## config.mk

```make
export PLATFORM = sky130hd
export DESIGN_NAME = shift_unit_seq
export DESIGN_NICKNAME = d
export VERILOG_FILES = /design/src/rtl/shift_unit_seq.sv
export SDC_FILE = /design/constraint.sdc
export NUM_CORES = 1
export LEC_CHECK = 0
export BUFFER_PORTS_ARGS = -buffer_cell sky130_fd_sc_hd__buf_2
export CAP_MARGIN = 15
export CORE_MARGIN = 5
export CORE_UTILIZATION = 53
export CTS_CLUSTER_SIZE = 10
export DETAILED_ROUTE_END_ITERATION = 10
export PLACE_DENSITY_LB_ADDON = 0.25
export SLEW_MARGIN = 20
export SYNTH_ARGS = -nofsm -noshare
export SYNTH_HDL_FRONTEND = slang
export SYNTH_SLANG_ARGS = --single-unit
```

## constraint.sdc

```tcl
create_clock -name clk -period 2.25 [get_ports clk]
set_clock_uncertainty 0.1 [all_clocks]
set_input_delay 0.225 -clock clk [delete_from_list [all_inputs] [get_ports clk]]
set_output_delay 0.225 -clock clk [all_outputs]
set_load 0.05 [all_outputs]
```

## src/rtl/shift_unit_seq.sv

```systemverilog
// shift_unit_seq: multi-cycle variable SLL/SRL/SRA, moving at most STEP_SIZE bits per clock.
// Optional: define SHIFT_UNIT_ROTATE_EN to make in_mode=11 a rotate right (otherwise 11 acts as SLL).
module shift_unit_seq #(
  parameter int BUS_SIZE  = 32,
  parameter int STEP_SIZE = 4
) (
  input  logic                        clk,
  input  logic                        reset,
  input  logic                        in_start,
  input  logic [1:0]                  in_mode,
  input  logic [$clog2(BUS_SIZE)-1:0] in_amount,
  input  logic [BUS_SIZE-1:0]         in_data,
  output logic [BUS_SIZE-1:0]         out_result,
  output logic                        out_busy,
  output logic                        out_done
);
  localparam int AMT_SIZE = $clog2(BUS_SIZE);

  localparam logic [1:0] MODE_SRL = 2'b01;
  localparam logic [1:0] MODE_SRA = 2'b10;
`ifdef SHIFT_UNIT_ROTATE_EN
  localparam logic [1:0] MODE_ROTR = 2'b11;
`endif

  typedef enum logic [1:0] {S_IDLE, S_SHIFT, S_DONE} state_t;

  state_t               r_state;
  logic [BUS_SIZE-1:0]  r_work;
  logic [AMT_SIZE-1:0]  r_rem;
  logic [1:0]           r_mode;
  logic [BUS_SIZE-1:0]  r_result;
  logic                 r_busy;
  logic                 r_done;

  logic [AMT_SIZE-1:0]  w_k;
  logic [BUS_SIZE-1:0]  w_next;
  logic [BUS_SIZE-1:0]  w_cand [0:STEP_SIZE];

  // Step size for this cycle: the remaining count, capped at STEP_SIZE.
  always_comb begin
    if (int'(r_rem) < STEP_SIZE) w_k = r_rem;
    else                         w_k = AMT_SIZE'(STEP_SIZE);
  end

  // One fixed-distance candidate per possible step keeps the shifter STEP_SIZE wide, not a barrel.
  for (genvar gi = 0; gi <= STEP_SIZE; gi++) begin : g_step
    logic [BUS_SIZE-1:0]        w_sll;
    logic [BUS_SIZE-1:0]        w_srl;
    logic signed [BUS_SIZE-1:0] w_sra;
    assign w_sll = r_work << gi;
    assign w_srl = r_work >> gi;
    assign w_sra = $signed(r_work) >>> gi;
`ifdef SHIFT_UNIT_ROTATE_EN
    logic [BUS_SIZE-1:0] w_rot;
    assign w_rot = (r_work >> gi) | (r_work << (BUS_SIZE - gi));
    assign w_cand[gi] = (r_mode == MODE_SRL)  ? w_srl :
                        (r_mode == MODE_SRA)  ? w_sra :
                        (r_mode == MODE_ROTR) ? w_rot : w_sll;
`else
    assign w_cand[gi] = (r_mode == MODE_SRL) ? w_srl :
                        (r_mode == MODE_SRA) ? w_sra : w_sll;
`endif
  end

  always_comb begin
    w_next = r_work;
    for (int j = 0; j <= STEP_SIZE; j++) begin
      if (int'(w_k) == j) w_next = w_cand[j];
    end
  end

  always_ff @(posedge clk or posedge reset) begin
    if (reset) begin
      r_state  <= S_IDLE;
      r_work   <= '0;
      r_rem    <= '0;
      r_mode   <= '0;
      r_result <= '0;
      r_busy   <= 1'b0;
      r_done   <= 1'b0;
    end else begin
      r_done <= 1'b0;
      case (r_state)
        S_IDLE, S_DONE: begin
          if (in_start) begin
            r_work <= in_data;
            r_mode <= in_mode;
            r_rem  <= in_amount;
            if (in_amount != '0) begin
              r_state <= S_SHIFT;
              r_busy  <= 1'b1;
            end else begin
              r_state  <= S_DONE;
              r_done   <= 1'b1;
              r_result <= in_data;
            end
          end else begin
            r_state <= S_IDLE;
          end
        end
        S_SHIFT: begin
          r_work <= w_next;
          r_rem  <= r_rem - w_k;
          if (r_rem == w_k) begin
            r_state  <= S_DONE;
            r_busy   <= 1'b0;
            r_done   <= 1'b1;
            r_result <= w_next;
          end
        end
        default: begin
          r_state <= S_IDLE;
          r_busy  <= 1'b0;
        end
      endcase
    end
  end

  assign out_result = r_result;
  assign out_busy   = r_busy;
  assign out_done   = r_done;
endmodule

```

# Word-level counts from Yosys, hierarchy flattened

Index checks and enable logic that the tools add are counted.

Order comparisons: 1
Reduce and logical (&&, ||, !) cells: 8
Muxes and demuxes: 33
$add $sub $neg: 1
Equal/unequal tests: 13

Operators by type and width:

| cell                 | number |
|---|---|
| $mux W32             | 16 |
| $pmux W32 S2         | 2 |
| $eq A5 B3 Y1 const B | 2 |
| $mux W5              | 2 |
| $pmux W5 S2          | 1 |
| $ne A2 B2 Y1 const B | 4 |
| $mux W1              | 6 |
| $mux W2              | 3 |
| $eq A5 B2 Y1 const B | 1 |
| $eq A5 B4 Y1 const B | 1 |
| $eq A5 B5 Y1         | 1 |
| $lt A5 B3 Y1 const B | 1 |
| $reduce_bool A5 Y1   | 1 |
| $sub A5 B5 Y5        | 1 |
| $eq A2 B1 Y1 const B | 2 |
| $eq A2 B2 Y1 const B | 2 |
| $pmux W1 S2          | 2 |
| $pmux W2 S2          | 1 |
| $reduce_and A2 Y1    | 2 |
| $reduce_and A4 Y1    | 1 |
| $reduce_and A3 Y1    | 1 |
| $logic_not A2 Y1     | 1 |
| $reduce_bool A2 Y1   | 1 |
| $reduce_or A2 Y1     | 1 |

Flip-flop bits (word level): 75
Output and inout bits: 34
Input bits: 42

# Longest topological paths before layout

Word-level depth: 9
Mapped depth: 12
Mapped depth without buffers: 8

# Worst setup path after synthesis

No wires, ideal clock.

Kind: register -> register
Start: reg r_rem[2]
End: reg r_rem[2]
Period minus slack after synthesis: 2.437 ns
Data required time: 2.084 ns
Slack: -0.187 ns
Setup time: 0.066 ns
Path buffers: 4
Cell stages (with the launch flop): 11
Arrival: 2.271 ns
Path through: dfrtp_1 > buf_2 > or3_1 > buf_2 > buf_2 > clkbuf_1 > nand2_1 > ha_1 > nor4_1 > a2111oi_0 > a221o_1

Word-level cells in the longest chain between the ends: 4

RTL lines:

| what                     | line | RTL |
|---|---|---|
| start: declaration       | 29   | `logic [AMT_SIZE-1:0] r_rem;` |
| start signal: assignment | 88   | `r_rem <= in_amount;` |
| start signal: assignment | 103  | `r_rem <= r_rem - w_k;` |
| $lt A5 B3 Y1             | 41   | `if (int'(r_rem) < STEP_SIZE) w_k = r_rem;` |
| $mux W5                  | 41   |  |
| $sub A5 B5 Y5 (*)        | 103  |  |
| $pmux W5 S2 (*)          | 83   | `case (r_state)` |

Every way passes the cells marked *; elsewhere a longest branch is shown, timed or not.
A chain may end at the register's enable or synchronous reset.

# Worst setup path in the final report

Start: reg r_mode[0]
End: reg r_result[25], in the netlist out_result[25]

Word-level cells in the longest chain between the ends: 9
Elaborated cells on any way between the ends: 16

RTL lines:

| what                     | line | RTL |
|---|---|---|
| start: declaration       | 30   | `logic [1:0] r_mode;` |
| start signal: assignment | 87   | `r_mode <= in_mode;` |
| $eq A2 B2 Y1             | 61   | `(r_mode == MODE_SRA) ? w_sra : w_sll;` |
| $mux W32                 | 61   |  |
| $mux W32                 | 60   | `assign w_cand[gi] = (r_mode == MODE_SRL) ? w_srl :` |
| $mux W32 (3 in series)   | 68   | `if (int'(w_k) == j) w_next = w_cand[j];` |
| $mux W32 (*)             | 68   |  |
| $mux W32 (*)             | 104  | `if (r_rem == w_k) begin` |
| $pmux W32 S2 (*)         | 83   |  |
| end signal: assignment   | 95   | `r_result <= in_data;` |
| end signal: assignment   | 108  | `r_result <= w_next;` |
| end: declaration         | 31   | `logic [BUS_SIZE-1:0] r_result;` |

Every way passes the cells marked *; elsewhere a longest branch is shown, timed or not. The select of a mux whose other input is x is not followed.

==> results.json <==
{
  "syn_to_final_growth_pct": 18.3,
  "ys_ff_latch": 75,
  "crit_fanout": 11,
  "antenna_found_initial": 0,
  "fin_nets": 791,
  "cp.required_ns": 2.38,
  "placementRows": 36,
  "max-clock-path-buffers": 2,
  "die-area_um2": 12000,
  "grt_max_degree": 76,
  "period_minus_slack_ns": 2.15,
  "netlist_area_um2": 5230,
  "pin_count": 76,
  "synth_common_cells": "nand2_1, dfrtp_1, o21ai_0",
  "clk_latency_ns": 0.36,
  "dr.first_iter.drc_count": 762,
  "synth-edff-count": 0,
  "core-area_um2": 9680,
  "routedWlPerCell_um": 19.7,
  "relSlewSlack": 0.436,
  "grt_usage": 0.304,
  "synth_area_leaders": "dfrtp_1, nand2_1, o21ai_0",
  "cts_tree": "yes",
  "mappedNetlistNets": 721,
  "vias": 5754,
  "diodes": 0,
  "dpl.hpwl_um": 12200,
  "drive_gt1_frac": 0.194,
  "grt_pass1_vias": 5436,
  "die_w_um": 109,
  "cts-root-buf": "clkbuf_8",
  "cts.sinks": 75,
  "yosysWarnings": 0,
  "ys_seq_area_frac": 0.359,
  "setup_violations": 0,
  "cts_inserted_buffers": 9,
  "yosysTopAreaCellShare": 0.359,
  "fmax_ghz": 0.465,
  "arrival_ns": 2.28,
  "postSynthCellCount": 678,
  "gp_congestion": 0.942,
  "fin_crit_sh": 0.956,
  "die_h_um": 109,
  "status": "completed",
  "dr.pass1.iters": 6,
  "routed_wl_um": 17500,
  "finalMaxSlewViolations": 0,
  "port_buffers": 75,
  "drc": 0,
  "start_util": 0.540,
  "final_antenna_net_count": 0,
  "worst_pin_slew_ns": 0.842,
  "finalHoldViolations": 0,
  "synth_top_cell_by_area": "dfrtp_1",
  "ys_async_sr_fraction": 1.00,
  "path_clk_slew_ns": 0.08,
  "synth_flop_cell": "dfrtp_1",
  "grt_pass1_wl_um": 28400,
  "rsz0062_at_grt": "no",
  "synth_cell_types": 52,
  "viasPerCell": 6.49,
  "syn_avg_cell_area_um2": 7.72,
  "htree_num_levels": 3,
  "fin_setup_tns_ns": 0,
  "cap_violations": 0,
  "crit_type": "register to register",
  "synth_most_common_cell": "nand2_1",
  "hp-class": "primary input to register",
  "critical_path.endpoint_type": "register",
  "gr-total-overflow": 0,
  "start_kind": "register"
}
cells in the final DEF, fill, tap and decap left out, drive strengths merged, types with 8 or more instances in the layout:
| master | instances |
|---|---|
| nand2 | 108 |
| o2111ai | 9 |
| a22oi | 19 |
| o31ai | 8 |
| dfrtp | 75 |
| buf | 118 |
| a21o | 9 |
| nor2b | 8 |
| mux2i | 8 |
| inv | 14 |
| nor2 | 63 |
| a31oi | 46 |
| a311oi | 12 |
| nand4 | 13 |
| nand3 | 57 |
| a21oi | 34 |
| clkbuf | 14 |
| o21ai | 68 |
sequential cells by signal (all words and copies together), names as in the netlist:
name,flops
out_done,1
r_mode,2
r_rem,5
out_busy,1
r_state,2
out_result,32
g_step.w_sll,32
repair_timing:
action | CTS | global route
endpoints found under the setup margin | 0 | 17
hold endpoints to repair | 77 | 0
resized for setup | 0 | 6
buffers inserted | 0 | 1
hold buffers | 3 | 0
stage by stage:
stage / hold WS (ns) / instance area, µm² / util / worst slack, ns / cells
final: 0.00788 / 6190 / 0.639 / 0.0993 / 886
after global routing: 0.00960 / 6190 / 0.639 / 0.00715 / 886
after CTS: 0.000150 / 6140 / 0.634 / 0.0501 / 884
after detailed placement: 0.248 / 5950 / 0.615 / 0.0783 / 865
after global placement: 0.240 / 5950 / 0.615 / 0.121 / 865
after floorplan: 0.230 / 5270 / - / 0.0150 / 678
logic make-up after synthesis:
group | count (synthesis) | share of synthesized area
fa+ha+maj | 1 | 0.00239
compound gates | 237 | 0.289
mux | 16 | 0.0512
other cells | 1 | 0.000717
flops | 75 | 0.359
buf+inv | 77 | 0.0639
simple gates | 268 | 0.226
xor+xnor | 3 | 0.00861
worst paths after layout:
kind	endpoint	slack (ns)	start	cells after the start
worst max-delay path	out_result[25]	0.1	r_mode[0]	6
worst min-delay path	g_step[0].w_sll[23]	0.008	in_data[23]	3
worst max register to register	out_result[25]	0.1	r_mode[0]	6
worst min register to register	out_result[2]	0.39	out_result[2]	2
max in group asynchronous	r_rem[0]	1.31	reset	4
min in group asynchronous	g_step[0].w_sll[19]	0.37	reset	4
final cells by class:
cell class	instances	area, µm²
fill	875	3500
multi-input combinational	526	3070
sequential	75	1880
timing repair buffer	122	866
tap	133	166
clock buffer	13	139
inverter	14	52.6
clock inverter	3	15.0
worst max-delay path, cell delays in order (launching register included):
cell and delay, ns:
dfrtp_1 0.45, xor2_4 0.28, buf_12 0.17, mux4_1 0.55
a21o_1 0.18, o21ai_0 0.20, a21oi_1 0.09
routing by layer:
metal | global-route usage | vias to the layer above | part of all wire
met5 | 0 | - | 0
met4 | 0.109 | 0 | 0.024
met3 | 0.0687 | 48 | 0.11
met2 | 0.456 | 376 | 0.46
met1 | 0.430 | 2683 | 0.41
li1 | - | 2647 | -
Power is left out: the tool's default activity adds up to more than one toggle a clock period on the data nets, which glitch-free logic cannot reach.
